===== src/rtl/ex_mem_stage.sv =====
// EX/MEM pipeline stage: result fix-up, branch/jump resolution and a 2-entry skid buffer.
// Optional perf counters are enabled by defining EX_MEM_PERF_CNT_EN.
module ex_mem_stage #(
    parameter int XLEN = 64,
    parameter int OP_W = 8,
    parameter int RD_W = 5
) (
    input  logic            clk,
    input  logic            rst_n,
    input  logic            in_valid,
    output logic            in_ready,
    input  logic [OP_W-1:0] in_op,
    input  logic [XLEN-1:0] in_result,
    input  logic [XLEN-1:0] in_rs1_val,
    input  logic [XLEN-1:0] in_rs2_val,
    input  logic [XLEN-1:0] in_imm,
    input  logic [XLEN-1:0] in_pc,
    input  logic [RD_W-1:0] in_rd,
    input  logic            flush,
    output logic            out_valid,
    input  logic            out_ready,
    output logic [OP_W-1:0] out_op,
    output logic [XLEN-1:0] out_result,
    output logic [XLEN-1:0] out_store_data,
    output logic [RD_W-1:0] out_rd,
    output logic            out_rd_we,
    output logic [XLEN-1:0] out_pc,
`ifdef EX_MEM_PERF_CNT_EN
    output logic [31:0]     perf_taken,
    output logic [31:0]     perf_stall,
`endif
    output logic            redirect_valid,
    output logic [XLEN-1:0] redirect_pc
);

    localparam logic [OP_W-1:0] OP_ALU_LAST = OP_W'(42);
    localparam logic [OP_W-1:0] OP_BR_FIRST = OP_W'(47);
    localparam logic [OP_W-1:0] OP_BR_LAST  = OP_W'(52);
    localparam logic [OP_W-1:0] OP_JAL      = OP_W'(53);
    localparam logic [OP_W-1:0] OP_JALR     = OP_W'(54);
    localparam logic [OP_W-1:0] OP_LUI      = OP_W'(55);
    localparam logic [OP_W-1:0] OP_WB_MID   = OP_W'(56);
    localparam logic [OP_W-1:0] OP_LD_FIRST = OP_W'(59);
    localparam logic [OP_W-1:0] OP_LD_LAST  = OP_W'(65);

    typedef struct packed {
        logic [OP_W-1:0] op;
        logic [XLEN-1:0] result;
        logic [XLEN-1:0] store_data;
        logic [RD_W-1:0] rd;
        logic            rd_we;
        logic [XLEN-1:0] pc;
    } entry_t;

    typedef enum logic [1:0] {EMPTY, ONE, TWO} state_t;

    state_t          state;
    entry_t          main_q, skid_q, cap;
    logic            cap_redir;
    logic [XLEN-1:0] cap_tgt;
    logic            accept, xfer, is_branch, taken;

    assign accept    = in_valid & in_ready;
    assign xfer      = out_valid & out_ready;
    assign is_branch = (in_op >= OP_BR_FIRST) && (in_op <= OP_BR_LAST);
    assign taken     = is_branch & in_result[0];

    always_comb begin
        cap.op         = in_op;
        cap.result     = in_result;
        cap.store_data = in_rs2_val;
        cap.rd         = in_rd;
        cap.pc         = in_pc;
        cap.rd_we      = (in_rd != '0) &&
                         ((in_op <= OP_ALU_LAST) ||
                          ((in_op >= OP_JAL) && (in_op <= OP_WB_MID)) ||
                          ((in_op >= OP_LD_FIRST) && (in_op <= OP_LD_LAST)));
        cap_redir      = 1'b0;
        cap_tgt        = in_pc + in_imm;
        if (is_branch) begin
            cap.result = {{(XLEN-1){1'b0}}, taken};
            cap_redir  = taken;
        end else if (in_op == OP_JAL) begin
            cap.result = in_pc + XLEN'(4);
            cap_redir  = 1'b1;
        end else if (in_op == OP_JALR) begin
            cap.result = in_pc + XLEN'(4);
            cap_redir  = 1'b1;
            cap_tgt    = (in_rs1_val + in_imm) & ~XLEN'(1);
        end else if (in_op == OP_LUI) begin
            cap.result = {{(XLEN-20){in_imm[19]}}, in_imm[19:0]} << 12;
        end
    end

    always_ff @(posedge clk or negedge rst_n) begin
        if (!rst_n) begin
            state          <= EMPTY;
            main_q         <= '0;
            skid_q         <= '0;
            out_valid      <= 1'b0;
            in_ready       <= 1'b1;
            redirect_valid <= 1'b0;
            redirect_pc    <= '0;
        end else if (flush) begin
            // Accept in the flush cycle is dropped, so its redirect never fires.
            state          <= EMPTY;
            out_valid      <= 1'b0;
            in_ready       <= 1'b1;
            redirect_valid <= 1'b0;
        end else begin
            redirect_valid <= accept & cap_redir;
            if (accept & cap_redir)
                redirect_pc <= cap_tgt;
            unique case (state)
                EMPTY: if (accept) begin
                    main_q    <= cap;
                    out_valid <= 1'b1;
                    state     <= ONE;
                end
                ONE: begin
                    if (xfer && accept) begin
                        main_q <= cap;
                    end else if (xfer) begin
                        out_valid <= 1'b0;
                        state     <= EMPTY;
                    end else if (accept) begin
                        skid_q   <= cap;
                        in_ready <= 1'b0;
                        state    <= TWO;
                    end
                end
                TWO: if (xfer) begin
                    main_q   <= skid_q;
                    in_ready <= 1'b1;
                    state    <= ONE;
                end
                default: state <= EMPTY;
            endcase
        end
    end

    assign out_op         = main_q.op;
    assign out_result     = main_q.result;
    assign out_store_data = main_q.store_data;
    assign out_rd         = main_q.rd;
    assign out_rd_we      = main_q.rd_we;
    assign out_pc         = main_q.pc;

`ifdef EX_MEM_PERF_CNT_EN
    always_ff @(posedge clk or negedge rst_n) begin
        if (!rst_n) begin
            perf_taken <= '0;
            perf_stall <= '0;
        end else begin
            if (redirect_valid)
                perf_taken <= perf_taken + 32'd1;
            if (out_valid && !out_ready)
                perf_stall <= perf_stall + 32'd1;
        end
    end
`endif

endmodule

===== config.mk =====
export PLATFORM = sky130hd
export DESIGN_NAME = ex_mem_stage
export DESIGN_NICKNAME = d
export VERILOG_FILES = /design/src/rtl/ex_mem_stage.sv
export SDC_FILE = /design/constraint.sdc
export NUM_CORES = 1
export LEC_CHECK = 0
export CAP_MARGIN = 20
export CORE_MARGIN = 10
export CORE_UTILIZATION = 48
export CTS_CLUSTER_SIZE = 16
export DETAILED_ROUTE_END_ITERATION = 10
export GPL_TIMING_DRIVEN = 0
export PLACE_DENSITY = 0.78
export SLEW_MARGIN = 20
export SYNTH_ARGS = -nofsm -noshare
export SYNTH_HDL_FRONTEND = slang
export SYNTH_SLANG_ARGS = --single-unit

===== constraint.sdc =====
create_clock -name clk -period 2.1 [get_ports clk]
set_input_delay 0.42 -clock clk [delete_from_list [all_inputs] [get_ports clk]]
set_output_delay 0.42 -clock clk [all_outputs]
set_load 0.02 [all_outputs]

==> results of run 1 <==
[cells in the final DEF (no fill, tap or decap), types with 29 or more instances in the layout]
cell type        instances
buf_6                   75
xor2_1                  50
nor2_1                 346
clkbuf_2                62
clkbuf_1                38
buf_4                  241
o21ai_1                 77
a31oi_1                167
o21ai_2                 34
dlymetal6s2s_1          33
inv_1                   38
clkbuf_16               64
a21o_1                  57
xnor2_1                 88
nand2_1                632
o21ai_0                136
clkdlybuf4s50_1        364
dlygate4sd2_1           86
nand4_1                 53
ha_4                    94
mux2_2                 143
dfrtp_1                480
a21oi_1                187
nand3_1                 49
buf_2                   50
a21oi_2                 67
buf_12                  29
[worst max path at each step]
stage,startpoint,end,slack [ns]
floorplan,in_imm[0],redirect_pc[52]$_DFFE_PN0P_,-0.73
global placement,rst_n,out_pc[53]$_DFFE_PN0P_,-21.20
detailed placement,in_pc[48],redirect_pc[61]$_DFFE_PN0P_,-2.15
CTS,in_rs1_val[35],redirect_pc[62]$_DFFE_PN0P_,-0.56
global route,in_imm[0],redirect_pc[52]$_DFFE_PN0P_,-0.66
finish,in_imm[0],redirect_pc[52]$_DFFE_PN0P_,-0.63
[cell type report]
type / instances / share of cell area
multi-input cells: 2770 / 0.446
flip-flops and latches: 481 / 0.265
repair buffers: 882 / 0.188
clock buffers: 68 / 0.0322
plain buffers: 181 / 0.0321
well taps: 837 / 0.0231
clock inverters: 27 / 0.00899
inverters: 39 / 0.00328
diodes: 16 / 0.000882
[per-stage QoR]
step / cell area, um^2 / worst slack [ns] / std cells / util
after CTS: 43900 / -0.561 / 5225 / 0.713
after global routing: 45400 / -0.655 / 5300 / 0.737
final: 45400 / -0.634 / 5301 / 0.737
after global placement: 37900 / -21.20 / 4951 / 0.616
after detailed placement: 38100 / -2.15 / 4956 / 0.618
after floorplan: 30800 / -0.727 / 3507 / -
[state kept, by name, indices dropped and copies added (netlist names)]
name	count
redirect_pc	64
out_rd	5
out_valid	1
state	2
redirect_valid	1
out_rd_we	1
out_op	8
out_pc	64
out_store_data	64
out_result	64
skid_q	206
in_ready	1
[worst max-delay path, delay by kind of cell]
family	cells	cell delay, ns
AOI/OAI and AO/OA	7	1.32
and+or+nand+nor	3	0.55
adders and majority gates	2	0.53
buffers and inverters	3	0.45
[logic make-up after synthesis]
group                    Yosys count  share of synthesized area
flip-flops                       481                      0.403
AND/OR/NAND/NOR                 1333                      0.194
AO/OA/AOI/OAI                    980                      0.204
adder cells (fa/ha/maj)          128                     0.0541
multiplexers                     155                     0.0581
buffers and inverters            256                     0.0353
XOR/XNOR                         174                     0.0510
[power groups by stage]
stage	sequential, mW	combinational [mW]	clock (mW)
global route	15.6	19.5	10.6
detailed placement	15.3	16.5	0
floorplan	17.1	6.61	0
finish	15.3	18.4	10.2
CTS	15.2	17.7	10.2
global placement	15.2	16.3	0
[layer usage]
metal,up-vias,wire length (um),global-route usage,share of wire
met3,420,13800,0.0913,0.099
met4,4,8310,0.178,0.059
met1,15991,52500,0.433,0.38
li1,14288,-,-,-
met5,-,27,0,0.00019
met2,1853,65000,0.586,0.47
[repair_timing]
| action | 4_1_cts | 5_1_grt |
|---|---|---|
| setup endpoints to repair | 535 | 515 |
| endpoints found under the hold margin | 42 | 0 |
| pin swaps | 225 | 197 |
| setup buffers | 205 | 65 |
| hold buffers | 1 | 0 |
| gates cloned | 1 | 7 |
| resized for setup | 1262 | 345 |
==> results.ini, run 1 <==
[status]
run_status = finished with violations
violations = setup timing

[cts]
cts.htree.levels = 2
root_buffer = clkbuf_16
clk_latency_ns = 0.64
clk_pin_slew_worst_paths_ns = 0.07
cts_buffer_depth = 3
clock_sinks = 481
cts_tree = built
numCtsBuffers = 53

[min_path]
holdPathStages = 2
min_to = skid_q[6]$_DFFE_PN0P_
hold_start = in_pc[6]
hold_path.class = input pin to flip-flop

[drt]
drt_iter0_drc = 3492
drc = 0
vias_per_cell = 6.14
postRouteAntennaNets = 0
drt_pass1_iterations = 8
wl_per_cell_um = 26.4
wl_um = 140000
vias = 32556

[logic_synthesis]
yosysMostFrequentCell = nand2_1
async_reset_ff_frac = 1.00
synth_edf_count = 0
yosysTopAreaCell = dfrtp_1
yosys.area.top_type_share = 0.402
syn_inst = 3507
avgSynthCellArea_um2 = 8.51
synth_common_cells = 664 x nand2_1, 480 x dfrtp_1, 372 x nor2_1, 265 x a21oi_1, 222 x o21ai_0
synth_fp_nets = 3973
yosysUniqueCellTypes = 97
synth_flop_cell = dfrtp_1
yosys_register_bits = 481
syn_area_um2 = 29900
synth-warning-count = 0
yosysSeqAreaShare = 0.403
synth.area.top_cells = dfrtp_1 40%, nand2_1 8.3%, mux2_2 5.5%

[power]
pwr-share-comb = 0.419
p_clk_frac = 0.232
power.leakage_nw = 19.7
p_per_area_nw_per_um2 = 967
share_seq_of_total_power = 0.349
internal_power_mw = 27.4
power.switching_mw = 16.5
ir_worst_vdd_v = 0.000696
total_power_mw = 43.9
p_sw_frac = 0.376

[placement]
port_buffers = 607
place_congestion = 1.03
hpwl_um = 103000

[floorplanning]
core_area_um2 = 61600
fp.dieH_um = 269
io_pins = 611
die_area_um2 = 72600
rows = 91
start_util = 0.485
dieWidth_um = 269

[global_route]
grt_overflow = 0
grt_pass1_wl_um = 201000
grt_pass1_vias = 31690
antenna_found_initial = 18
grt_usage = 0.358
grt_max_degree = 91

[worst_setup_path]
path_class = input pin to flip-flop
crit-reg2reg-launch = in_ready$_DFFE_PN1P_
r2r_cells = 6
cp_slowest_stage_delay_ns = 0.37
path_cells = buf_12, buf_12, ha_4, fa_2, a211oi_4, o21ai_2, and2_4, a2111oi_4, buf_4, nor2_4, a31oi_4, o21ai_2, or3_1, a21o_1, a41oi_2
critPathMaxFanout = 3
r2r_end = skid_q[121]$_DFFE_PN0P_
cp-end-kind = flip-flop
critPathArrivalTime_ns = 3.29
cp.required_ns = 2.66
r2r_setup_slack_ns = -0.05
start_kind = input pin
slowest_stage = fa_2

[timing]
setup-tns-final_ns = -17.86
maxSlewHeadroom = 0.427
worstMarginPinSlew_ns = 0.857
finalSetupViolations = 68
hold_violations = 0
max_freq_ghz = 0.366
hold_slack_ns = 0.0819
drv_slew = 0
min_period_ns = 2.73
finClkSkew_ns = 0.0236
finalCritPeriodShare = 1.30
finalWorstSetupSlack_ns = -0.634
rsz0062_at_grt = true

[cells_and_area]
area_growth_pct = 52.0
layout.nets = 4874
filler_cell_count = 4446
multi_input_area_um2 = 20300
regArea_um2 = 12000
drive_gt1_frac = 0.287

[flow_run]
max_cap_violations = 0

No activity file was read; power rests on OpenSTA's default activity.
==> run 2, diff against run 1 <==
RECOVER_POWER = 50   (was unset)
==> results.ini, run 2 (same netlist as run 1, synthesis figures left out) <==
[status]
violations = setup timing
run_status = finished with violations

[placement]
hpwl_um = 103000  ; unchanged
place_congestion = 1.03  ; unchanged
port_buffers = 607  ; unchanged
dp_slack_ns = -2.15  ; unchanged

[floorplanning]
core_area_um2 = 61600  ; unchanged
rows = 91  ; unchanged
fp.dieH_um = 269  ; unchanged
start_util = 0.485  ; unchanged
dieWidth_um = 269  ; unchanged
io_pins = 611  ; unchanged
die_area_um2 = 72600  ; unchanged

[timing]
min_period_ns = 2.75  ; +0.0128 ns
maxSlewHeadroom = 0.222  ; -0.205
drv_slew = 0  ; unchanged
finalSetupViolations = 421  ; +520%
rsz0062_at_grt = true
finClkSkew_ns = 0.0185  ; -0.00508 ns
worstMarginPinSlew_ns = 1.17  ; +0.309 ns
finalWorstSetupSlack_ns = -0.647  ; -0.0128 ns
max_freq_ghz = 0.364  ; -0.47%
hold_violations = 0  ; unchanged
finalCritPeriodShare = 1.31  ; +0.00610

[cells_and_area]
area_growth_pct = 51.2
layout.nets = 4874  ; unchanged
final_cell_mix = 633 x nand2_1, 480 x dfrtp_1, 364 x clkdlybuf4s50_1
largest_register_ffs = 206  ; unchanged
fin_util = 0.733  ; -0.00400
mostFrequentLayoutCell = nand2_1
top_register = skid_q
drive_gt1_frac = 0.286  ; -0.00135

[cts]
clk_pin_slew_worst_paths_ns = 0.07  ; about the same
root_buffer = clkbuf_16
cts.htree.levels = 2  ; unchanged
numCtsBuffers = 53  ; unchanged
clock_sinks = 481  ; unchanged
cts_buffer_depth = 3  ; unchanged
cts_tree = built
clk_latency_ns = 0.63  ; about the same

[worst_setup_path]
cp_slowest_stage_delay_ns = 0.37  ; about the same
r2r_cells = 8  ; +2
path_cells = buf_12, buf_12, ha_4, fa_2, a211oi_4, o21ai_2, and2_4, a2111oi_4, buf_4, nor2_4, a31oi_4, o21ai_2, or3_1, a21o_1, a41oi_2
start_kind = input pin
endpoint = redirect_pc[52]$_DFFE_PN0P_
r2r_end = redirect_pc[62]$_DFFE_PN0P_
cp.required_ns = 2.65  ; about the same
slowest_stage = fa_2
critPathMaxFanout = 3  ; unchanged
path_class = input pin to flip-flop
crit_family = compound AO/OA/AOI/OAI gates
path_depth = 15  ; unchanged
worstSetupStartpoint = in_imm[0]
critPathArrivalTime_ns = 3.30  ; about the same
crit-reg2reg-launch = in_ready$_DFFE_PN1P_
crit_buf_inv = 3  ; unchanged
r2r_setup_slack_ns = -0.33  ; -0.28 ns
cp-end-kind = flip-flop

[drt]
postRouteAntennaNets = 0  ; unchanged
wl_per_cell_um = 26.4  ; about the same
wl_um = 140000  ; about the same
vias = 32397  ; -0.49%
drt_iter0_drc = 3584  ; +2.6%
vias_per_cell = 6.11  ; -0.49%
drc = 0  ; unchanged
drt_pass1_iterations = 6  ; -2

[min_path]
hold_path.class = input pin to flip-flop

[global_route]
grt_max_degree = 91  ; unchanged
grt_usage = 0.358  ; unchanged
grt_pass1_wl_um = 201000  ; unchanged
grt_pass1_vias = 31690  ; unchanged
antenna_found_initial = 18  ; unchanged
grt_overflow = 0  ; unchanged

[power]
power.leakage_nw = 19.4  ; -1.5%
ir_worst_vdd_v = 0.000691  ; -0.76%
p_per_area_nw_per_um2 = 968  ; +0.10%

[flow_run]
max_cap_violations = 0  ; unchanged

run 2: area by class of cell:
type | count | area [um^2]
Antenna cell | 16 | 40.0
Buffer | 181 | 1460
Clock buffer | 68 | 1460
Clock inverter | 27 | 408
Fill cell | 4487 | 16500
Inverter | 39 | 146
Multi-Input combinational cell | 2770 | 20200
Sequential cell | 481 | 12000
Tap cell | 837 | 1050
Timing Repair Buffer | 882 | 8300
run 2: metal layers:
metal | track usage | part of all wire
met2 | 0.586 | 0.46
met5 | 0 | 0.00019
met1 | 0.433 | 0.38
met4 | 0.178 | 0.060
met3 | 0.0913 | 0.10
run 2: stage by stage:
| step | area (um^2) | power (mW) | hold slack, ns | cells | TNS, ns |
|---|---|---|---|---|---|
| 4_1_cts | 43900 | 43.1 | 0.0653 | 5225 | -12.29 |
| 6_report | 45100 | 43.7 | 0.0813 | 5301 | -62.28 |
| 3_5_place_dp | 38100 | 31.8 | 0.340 | 4956 | -531.60 |
| 3_3_place_gp | 37900 | 31.5 | 0.454 | 4951 | - |
| 2_1_floorplan | 30800 | 23.8 | 0.124 | 3507 | -20.51 |
| 5_1_grt | 45100 | 45.6 | 0.0741 | 5300 | -178.61 |
run 2: worst register-to-register path, delay by kind of cell, from the launching register on:
| family | cells | cell delay, ns |
|---|---|---|
| mux | 1 | 0.19 |
| buf+inv | 2 | 0.55 |
| flops | 1 | 0.54 |
| simple gates | 4 | 1.00 |
| compound gates | 1 | 0.03 |
run 2: power breakdown:
part           total [mW]  leakage (nW)  switching (mW)  internal, mW
Clock                10.2         0.892            4.25          5.93
Sequential           15.3          5.79            2.22          13.1
Combinational        18.2          12.7            10.0          8.19
run 2: repair_timing:
action                     in CTS  in global routing
setup endpoints to repair     535                515
cloned                          1                  7
hold buffers                    1                  0
hold endpoints to repair       42                  0
pin swaps                     225                197
gates resized for setup      1262                345
setup buffers                 205                 65
run 2: worst min path at each step:
stage,start,end,slack (ns),depth (start not counted)
2_1_floorplan,rst_n,out_op[0]$_DFFE_PN0P_,0.12,0
3_3_place_gp,redirect_pc[0]$_DFFE_PN0P_,redirect_pc[0]$_DFFE_PN0P_,0.45,2
3_5_place_dp,rst_n,skid_q[124]$_DFFE_PN0P_,0.34,1
4_1_cts,in_pc[6],skid_q[6]$_DFFE_PN0P_,0.07,2
5_1_grt,in_pc[6],skid_q[6]$_DFFE_PN0P_,0.07,2
6_report,in_pc[6],skid_q[6]$_DFFE_PN0P_,0.08,2
